--- config.mk ---
export PLATFORM = sky130hd
export DESIGN_NAME = pe_row_ctrl
export DESIGN_NICKNAME = d
export VERILOG_FILES = /design/src/rtl/pe_row_ctrl.sv
export SDC_FILE = /design/constraint.sdc
export NUM_CORES = 1
export LEC_CHECK = 0
export ABC_CLOCK_PERIOD_IN_PS = 2970
export CAP_MARGIN = 15
export CORE_MARGIN = 8
export CORE_UTILIZATION = 35
export CTS_CLUSTER_DIAMETER = 80
export DETAILED_ROUTE_END_ITERATION = 8
export PLACE_DENSITY = 0.7
export SYNTH_ARGS = -nofsm -noshare
export SYNTH_HDL_FRONTEND = slang
export SYNTH_SLANG_ARGS = --single-unit
export TNS_END_PERCENT = 5
--- constraint.sdc ---
create_clock -name i_clk -period 2.97 [get_ports i_clk]
set_clock_uncertainty 0.2 [all_clocks]
set_input_delay 0.7425 -clock i_clk [delete_from_list [all_inputs] [get_ports i_clk]]
set_output_delay 0.7425 -clock i_clk [all_outputs]
set_load 0.01 [all_outputs]
--- src/rtl/pe_row_ctrl.sv ---
// Sequencer for one PE row: loads a weight vector, pulses the row reload, streams
// the job's data vectors and tracks the row pipeline so results are flagged valid.
module pe_row_ctrl #(
    parameter int DATA_BW        = 8,
    parameter int WEIGHT_BW      = 8,
    parameter int MATRIX_SIZE    = 8,
    parameter int PARTIAL_SUM_BW = 20,
    parameter int PIPE_LAT       = 2,
    parameter int CNT_BW         = 16
) (
    input  logic                            i_clk,
    input  logic                            i_rstn,
    input  logic                            i_start,
    input  logic [CNT_BW-1:0]               i_num_vec,
    input  logic                            i_wt_valid,
    output logic                            o_wt_ready,
    input  logic [WEIGHT_BW*MATRIX_SIZE-1:0] i_wt_data,
    input  logic                            i_in_valid,
    output logic                            o_in_ready,
    input  logic [DATA_BW*MATRIX_SIZE-1:0]  i_in_data,
    output logic                            o_pe_weight_reload,
    output logic [WEIGHT_BW*MATRIX_SIZE-1:0] o_pe_weights,
    output logic [DATA_BW*MATRIX_SIZE-1:0]  o_pe_data_in,
    input  logic [PARTIAL_SUM_BW-1:0]       i_pe_data_out,
    output logic                            o_out_valid,
    output logic [PARTIAL_SUM_BW-1:0]       o_out_data,
    output logic                            o_busy,
    output logic                            o_done
);

    typedef enum logic [2:0] {
        S_IDLE,
        S_LOAD_W,
        S_RELOAD,
        S_STREAM,
        S_DRAIN,
        S_DONE
    } state_t;

    localparam logic [PIPE_LAT:0] TOP_MASK = (PIPE_LAT + 1)'(1) << PIPE_LAT;

    state_t                           r_state;
    logic [CNT_BW-1:0]                r_num_vec;
    logic [CNT_BW-1:0]                r_cnt;
    logic [PIPE_LAT:0]                r_vld;
    logic                             r_wt_ready;
    logic                             r_in_ready;
    logic                             r_reload;
    logic                             r_busy;
    logic                             r_done;
    logic [WEIGHT_BW*MATRIX_SIZE-1:0] r_pe_weights;
    logic [DATA_BW*MATRIX_SIZE-1:0]   r_pe_data_in;

    logic                             w_wt_hs;
    logic                             w_in_hs;
    logic                             w_last_vec;
    logic                             w_pending;

    assign w_wt_hs    = i_wt_valid & r_wt_ready;
    assign w_in_hs    = i_in_valid & r_in_ready;
    assign w_last_vec = (r_cnt == (r_num_vec - CNT_BW'(1)));
    // Results still in flight behind the one (if any) leaving the row this cycle.
    assign w_pending  = |(r_vld & ~TOP_MASK);

    always_ff @(posedge i_clk or negedge i_rstn) begin
        if (!i_rstn) begin
            r_state      <= S_IDLE;
            r_num_vec    <= '0;
            r_cnt        <= '0;
            r_vld        <= '0;
            r_wt_ready   <= 1'b0;
            r_in_ready   <= 1'b0;
            r_reload     <= 1'b0;
            r_busy       <= 1'b0;
            r_done       <= 1'b0;
            r_pe_weights <= '0;
            r_pe_data_in <= '0;
        end else begin
            r_reload     <= 1'b0;
            r_done       <= 1'b0;
            r_pe_data_in <= w_in_hs ? i_in_data : '0;
            r_vld[0]     <= w_in_hs;
            for (int i = 1; i <= PIPE_LAT; i++) begin
                r_vld[i] <= r_vld[i-1];
            end

            case (r_state)
                S_IDLE: begin
                    if (i_start) begin
                        r_busy <= 1'b1;
                        if (i_num_vec != '0) begin
                            r_num_vec  <= i_num_vec;
                            r_cnt      <= '0;
                            r_wt_ready <= 1'b1;
                            r_state    <= S_LOAD_W;
                        end else begin
                            r_done  <= 1'b1;
                            r_state <= S_DONE;
                        end
                    end
                end
                S_LOAD_W: begin
                    if (w_wt_hs) begin
                        r_pe_weights <= i_wt_data;
                        r_wt_ready   <= 1'b0;
                        r_reload     <= 1'b1;
                        r_state      <= S_RELOAD;
                    end
                end
                S_RELOAD: begin
                    r_in_ready <= 1'b1;
                    r_state    <= S_STREAM;
                end
                S_STREAM: begin
                    if (w_in_hs) begin
                        r_cnt <= r_cnt + CNT_BW'(1);
                        if (w_last_vec) begin
                            r_in_ready <= 1'b0;
                            r_state    <= S_DRAIN;
                        end
                    end
                end
                S_DRAIN: begin
                    if (!w_pending) begin
                        r_done  <= 1'b1;
                        r_state <= S_DONE;
                    end
                end
                S_DONE: begin
                    r_busy  <= 1'b0;
                    r_state <= S_IDLE;
                end
                default: begin
                    r_state <= S_IDLE;
                end
            endcase
        end
    end

    assign o_wt_ready         = r_wt_ready;
    assign o_in_ready         = r_in_ready;
    assign o_pe_weight_reload = r_reload;
    assign o_pe_weights       = r_pe_weights;
    assign o_pe_data_in       = r_pe_data_in;
    assign o_out_valid        = r_vld[PIPE_LAT];
    assign o_out_data         = i_pe_data_out;
    assign o_busy             = r_busy;
    assign o_done             = r_done;

endmodule

==> reports/metrics.cfg, run 1 <==
[run_status]
outcome = complete, no violations

[timing]
period_needed_ps = 2830
finalSetupViolCount = 0
relSlewSlack_pct = 62.9
slew_violations = 0
clock.fmax_ghz = 0.353
tightest_slew_ps = 556
rsz0062_at_grt = no
hold_viol = 0
timing.final.crit_share_pct = 95.3
hold_ws_ps = 68.4

[place]
io_buffers = 282
dp_cells = 1105
dpl.hpwl_mm = 15.2
gp_congestion = 0.789

[clocking]
root_buffer = clkbuf_16
clock_sinks = 171
postCtsSetupRepairBufs = 0
h-tree-depth = 4
insertion_delay_ps = 420
cts_tree = done
cts_buffers = 17
clk_pin_slew_worst_paths_ps = 70
clk_path_buf_depth = 2

[critical_path]
critical-path-top-delay-family = compound AO/OA/AOI/OAI gates
slowest_delay_ps = 550
crit_chain = or4_4, or3_1, a2111oi_1, a311oi_1, a2111oi_4, a31oi_1
r2r_start = r_num_vec[8]$_DFFE_PN0P_
crit_start = r_num_vec[8]$_DFFE_PN0P_
critical_path_buf_inv_count = 0
cp_data_arrival_time_ps = 2920
startpoint_type = register
crit_type = reg2reg
cp.required_ps = 3060
end_kind = register
crit_path_top_delay_cell = or4_4
worstPathMaxFanout = 4

[drt]
wl_per_cell_um = 17.9
vias = 5407
avgViaCountPerCell = 4.76
drtPass1Iterations = 4
routed_wl_mm = 20.4
drtAntennaViolNets = 0
first_iter_violations = 250
drc = 0

[cells_and_area]
area_delta_synth_final_pct = 53.1
instances_no_fill = 1137
final_nets = 1025
diodes = 0
drive_above_1_share_pct = 15.1

[synth]
synth_edf_count = 0
synthCells = 583
yosysWarnings = 0
ys.flop_type = dfrtp_1
ys_types = 44
yosysMostFrequentCell = dfrtp_1
synth_nets = 754
synth_area_per_cell_um2 = 12.1
synth-seq-area-share_pct = 60.7
ys_top_cells_by_area = dfrtp_1 61%, mux2_2 10%, and3_1 5.9%, nand2_1 3.0%, xnor2_1 3.0%
ys_ff_latch = 171
yosys.area.top_type_share_pct = 60.7
netlist_area_um2 = 7050
synth_common_cells = 171 x dfrtp_1, 67 x and3_1, 64 x mux2_2
yosys.area.top_type = dfrtp_1
async_flop_share_pct = 100

[min_path]
hp-class = in2async

[floorplanning]
coreArea_um2 = 20000
die_y_um = 158
die_w_um = 158
die-area_um2 = 24900
ios = 323
rows = 52
start_util_pct = 35.3

[grt]
antenna_found_initial = 1
gr-total-overflow = 0
grt_max_degree = 67
grt_pass1_vias = 5842
grt_pass1_wl_mm = 32.0
grtUsageTotal_pct = 16.6

[pwr]
powerDensity_nw_per_um2 = 846
p_leak_nw = 4.75
finalPower_mw = 9.13
irDropWorstVdd_uv = 585

[flow_run]
maxCapViolations = 0

## logic make-up (layout without fill, tap and decap cells)
group	count (synthesis)	in the layout	share of synthesized area, %
fa+ha+maj	2	2	0.355
xor+xnor	35	35	4.35
compound gates	41	41	4.23
buf+inv	61	345	4.33
simple gates	207	207	15.5
mux	66	66	10.5
flops	171	171	60.7
## placed cells by master, fill, tap and decap left out, drive strengths merged, types with 11 or more instances in the layout
master and instances:
and3 67, buf 27, clkbuf 17, clkdlybuf4s50 280, dfrtp 171, inv 16, mux2 64, nand2 56
nor2 26, o21ai 11, xnor2 24, xor2 11
## layout make-up
cell class | instances | area (um2)
fill | 1744 | 9190
sequential | 171 | 4280
timing repair buffer | 307 | 3060
multi-input combinational | 351 | 2480
clock buffer | 17 | 425
tap | 270 | 338
clock inverter | 15 | 190
inverter | 6 | 22.5
## state kept, by name (all words and copies together) (netlist names)
| name | flops |
|---|---|
| o_done | 1 |
| o_wt_ready | 1 |
| o_busy | 1 |
| o_in_ready | 1 |
| o_pe_data_in | 64 |
| r_num_vec | 16 |
| r_cnt | 16 |
| r_state | 3 |
| r_vld | 3 |
| o_pe_weights | 64 |
| o_pe_weight_reload | 1 |
## worst paths after layout
path,to,cells after the start,slack [ps]
max,o_in_ready$_DFFE_PN0P_,6,140
min,r_num_vec[0]$_DFFE_PN0P_,1,70
max reg2reg,o_in_ready$_DFFE_PN0P_,6,140
min reg2reg,r_vld[2]$_DFF_PN0_,0,210
max in group asynchronous,o_pe_weights[61]$_DFFE_PN0P_,2,1810
min in group i_clk,r_vld[2]$_DFF_PN0_,0,210
## metal layers
| layer | GRT usage [%] | part of all wire (%) |
|---|---|---|
| met3 | 8.38 | 9.5 |
| met5 | 0 | 0.064 |
| met2 | 28.1 | 51 |
| met1 | 18.1 | 38 |
| met4 | 4.58 | 1.5 |
## stage by stage
step	util (%)	area [um2]	worst slack, ps	TNS (ps)
6_report	54.0	10800	139	0
5_1_grt	54.0	10800	6.44	0
4_1_cts	54.0	10800	88.9	0
3_5_place_dp	50.9	10200	-255	-2660
3_3_place_gp	50.9	10200	-189	-2030
2_1_floorplan	-	7050	335	0
## worst reg2reg max path: cells and delay by family (launching register included)
| family | cells | cell delay, ps |
|---|---|---|
| simple gates | 2 | 930 |
| compound gates | 4 | 1190 |
| flops | 1 | 390 |
## where the power goes
part | internal, mW | switching (mW)
combinational | 1.92 | 1.37
sequential | 3.04 | 0.488
clock | 1.22 | 1.09
## repair_timing
action                                  4_1_cts  5_1_grt
resized for setup                             0        3
hold buffers                                  0        0
endpoints found under the setup margin        0        4
Power figures use the tool's default switching activity.
==> inputs of run 2 (changes only) <==
- CTS_CLUSTER_DIAMETER: 80 -> not set
==> results of run 2 <==
Final layout, timing and power as in run 1 (identical DEF).
==> inputs of run 3 (changes only) <==
- ABC_AREA: not set -> 1
- ABC_CLOCK_PERIOD_IN_PS: 2970 -> 3050
- CORE_ASPECT_RATIO: not set -> 0.7
- PLACE_DENSITY: 0.7 -> 0.68
- clock period: 2.97 -> 3.05 ns (I/O delays scaled with it)
==> reports/metrics.cfg, run 3 <==
[run_status]
outcome = complete, no violations

[drt]
wl_per_cell_um = 15.9  ; -11%
drc = 0  ; unchanged
drtAntennaViolNets = 0  ; unchanged
drt-met1-wl_mm = 9.16  ; +17%
routed_wl_mm = 23.2  ; +14%
avgViaCountPerCell = 4.46  ; -6.3%
first_iter_violations = 337  ; +35%
routed.top_layer = met4
drtPass1Iterations = 6  ; +2
dr_wl_met2_mm = 10.8  ; +5.2%
vias = 6475  ; +20%
dr_wl_met3_mm = 2.80  ; +44%

[place]
gp_congestion = 0.902  ; +14%
io_buffers = 282  ; unchanged
dpl.hpwl_mm = 17.7  ; +17%
dpl_cell_area_um2 = 10600  ; +4.0%

[grt]
grt_pass1_vias = 6591  ; +13%
antenna_found_initial = 0  ; -1
gr-total-overflow = 0  ; unchanged
grtUsageTotal_pct = 17.5  ; +0.85 points
grt_pass1_wl_mm = 36.1  ; +13%
grt_max_degree = 65  ; -3.0%

[synth]
ys.flop_type = dfrtp_1
synth_common_cells = 307 x nand2_1, 171 x dfrtp_1, 117 x inv_1
ys_types = 35  ; -20%
yosysMostFrequentCell = nand2_1
async_flop_share_pct = 100  ; unchanged
yosys.area.top_type = dfrtp_1
yosys.area.top_type_share_pct = 56.7  ; -4.0 points
synth_area_per_cell_um2 = 8.42  ; -30%
ys_ff_latch = 171  ; unchanged
yosysWarnings = 0  ; unchanged
ys_top_cells_by_area = dfrtp_1 57%, nand2_1 15%, inv_1 5.8%, nor2_1 5.1%, buf_4 2.4%
synth_nets = 1067  ; +42%
synth_edf_count = 0  ; unchanged
synthCells = 896  ; +54%
netlist_area_um2 = 7540  ; +7.0%
synth-seq-area-share_pct = 56.7  ; -4.0 points

[clocking]
cts_resized = 0  ; unchanged
h-tree-depth = 4  ; unchanged
clk_path_buf_depth = 2  ; unchanged
clock_sinks = 171  ; unchanged
postCtsSetupRepairBufs = 0  ; unchanged
cts_tree = done
cts_buffers = 17  ; unchanged
root_buffer = clkbuf_16
insertion_delay_ps = 430  ; about the same
hold_buffers = 0  ; unchanged
clk_pin_slew_worst_paths_ps = 70  ; about the same

[timing]
tightest_slew_ps = 662  ; +106 ps
period_needed_ps = 2420
timing.final.crit_share_pct = 79.3
hold_viol = 0  ; unchanged
slew_violations = 0  ; unchanged
rsz0062_at_grt = no
finalSetupViolCount = 0  ; unchanged
fin_tns_setup_ps = 0  ; unchanged
clock.fmax_ghz = 0.413
relSlewSlack_pct = 55.9  ; -7.1 points

[critical_path]
worstPathMaxFanout = 3  ; -1
crit_path_top_delay_cell = clkdlybuf4s50_1
crit_chain = clkdlybuf4s50_1
end_kind = primary output
cp.required_ps = 2090  ; -970 ps
r2r_setup_slack_ps = 690  ; +550 ps
critical_path_buf_inv_count = 1  ; +1
slowest_delay_ps = 610  ; +60 ps
cp_data_arrival_time_ps = 1460  ; -1460 ps
startpoint_type = register
crit_type = reg2out
critical-path-top-delay-family = buffers and inverters

[cells_and_area]
seqCellArea_um2 = 4280  ; unchanged
fin_area_um2 = 11100  ; +3.3%
final_cell_mix = 306 x nand2_1, 281 x clkdlybuf4s50_1, 171 x dfrtp_1, 117 x inv_1, 101 x nor2_1
final_common_cell = nand2_1
diodes = 0  ; unchanged
area_delta_synth_final_pct = 47.7
multi_input_area_um2 = 2520  ; +1.9%
final_nets = 1329  ; +30%
drive_above_1_share_pct = 6.32  ; -8.8 points
fill_cells = 1975  ; +13%

[flow_run]
maxCapViolations = 0  ; unchanged

[floorplanning]
die_y_um = 139  ; -12%
coreArea_um2 = 21400  ; +7.1%
start_util_pct = 35.3  ; about the same
rows = 45  ; -13%
die_w_um = 191  ; +21%
die-area_um2 = 26600  ; +6.6%
ios = 323  ; unchanged

[min_path]
hp-class = in2async

[pwr]
powerDensity_nw_per_um2 = 789  ; -6.7%
irDropWorstVdd_uv = 454  ; -22%
p_leak_nw = 5.51  ; +16%

## run 3: changes by cell type after synthesis, sizes merged, moves of 7 or more
| cell | change |
|---|---|
| nor2 | +88 |
| or3 | -7 |
| xnor2 | -17 |
| nand2 | +257 |
| a2111oi | -8 |
| o31ai | +8 |
| nand3 | +19 |
| and3 | -66 |
| buf | +15 |
| clkbuf | -21 |
| o21ai | +12 |
| inv | +117 |
| mux2 | -64 |
## run 3: kinds of logic (layout without fill, tap and decap cells)
family,Yosys count,in the layout,synth area share [%]
AO/OA/AOI/OAI,42,42,3.43
XOR/XNOR,22,22,2.55
AND/OR/NAND/NOR,487,487,27.0
buffers and inverters,172,447,9.92
adder cells (fa/ha/maj),2,2,0.332
flip-flops,171,171,56.7
## run 3: report_power, final
group | internal, mW | total (mW) | switching, mW
Clock | 1.21 | 2.12 | 0.909
Sequential | 2.85 | 3.30 | 0.443
Combinational | 1.57 | 3.38 | 1.81
## run 3: worst paths after layout
kind	end	cells past startpoint	from
hold reg to reg	r_vld[1]$_DFF_PN0_	0	r_vld[0]$_DFF_PN0_
setup / recovery	o_wt_ready	1	o_wt_ready$_DFFE_PN0P_
max in group asynchronous	r_cnt[11]$_DFFE_PN0P_	2	i_rstn
hold / removal	o_pe_weights[15]$_DFFE_PN0P_	1	i_rstn
setup reg to reg	r_state[1]$_DFFE_PN0P_	15	r_num_vec[0]$_DFFE_PN0P_
min in group i_clk	r_vld[1]$_DFF_PN0_	0	r_vld[0]$_DFF_PN0_
## run 3: cell type report
type                            count  area share [%]
Inverter                          123            4.14
Clock inverter                      9           0.775
Multi-Input combinational cell    553            22.7
Sequential cell                   171            38.4
Tap cell                          282            3.17
Clock buffer                       23            4.38
Timing Repair Buffer              292            26.5
## run 3: per-layer routing
| metal | GRT usage, % | vias up |
|---|---|---|
| li1 | - | 3199 |
| met1 | 19.8 | 3018 |
| met2 | 27.9 | 235 |
| met3 | 9.87 | 23 |
| met4 | 4.89 | 0 |
| met5 | 0 | - |
## run 3: per-stage QoR
step	setup slack, ps	cells	power [mW]	util [%]	hold WS (ps)
5_1_grt	445	1453	9.39	52.1	103
3_3_place_gp	264	1421	6.67	49.4	169
3_5_place_dp	278	1421	6.74	49.4	172
6_report	631	1453	8.79	52.1	80.4
4_1_cts	586	1453	8.92	52.1	94.6
2_1_floorplan	972	896	5.07	-	154
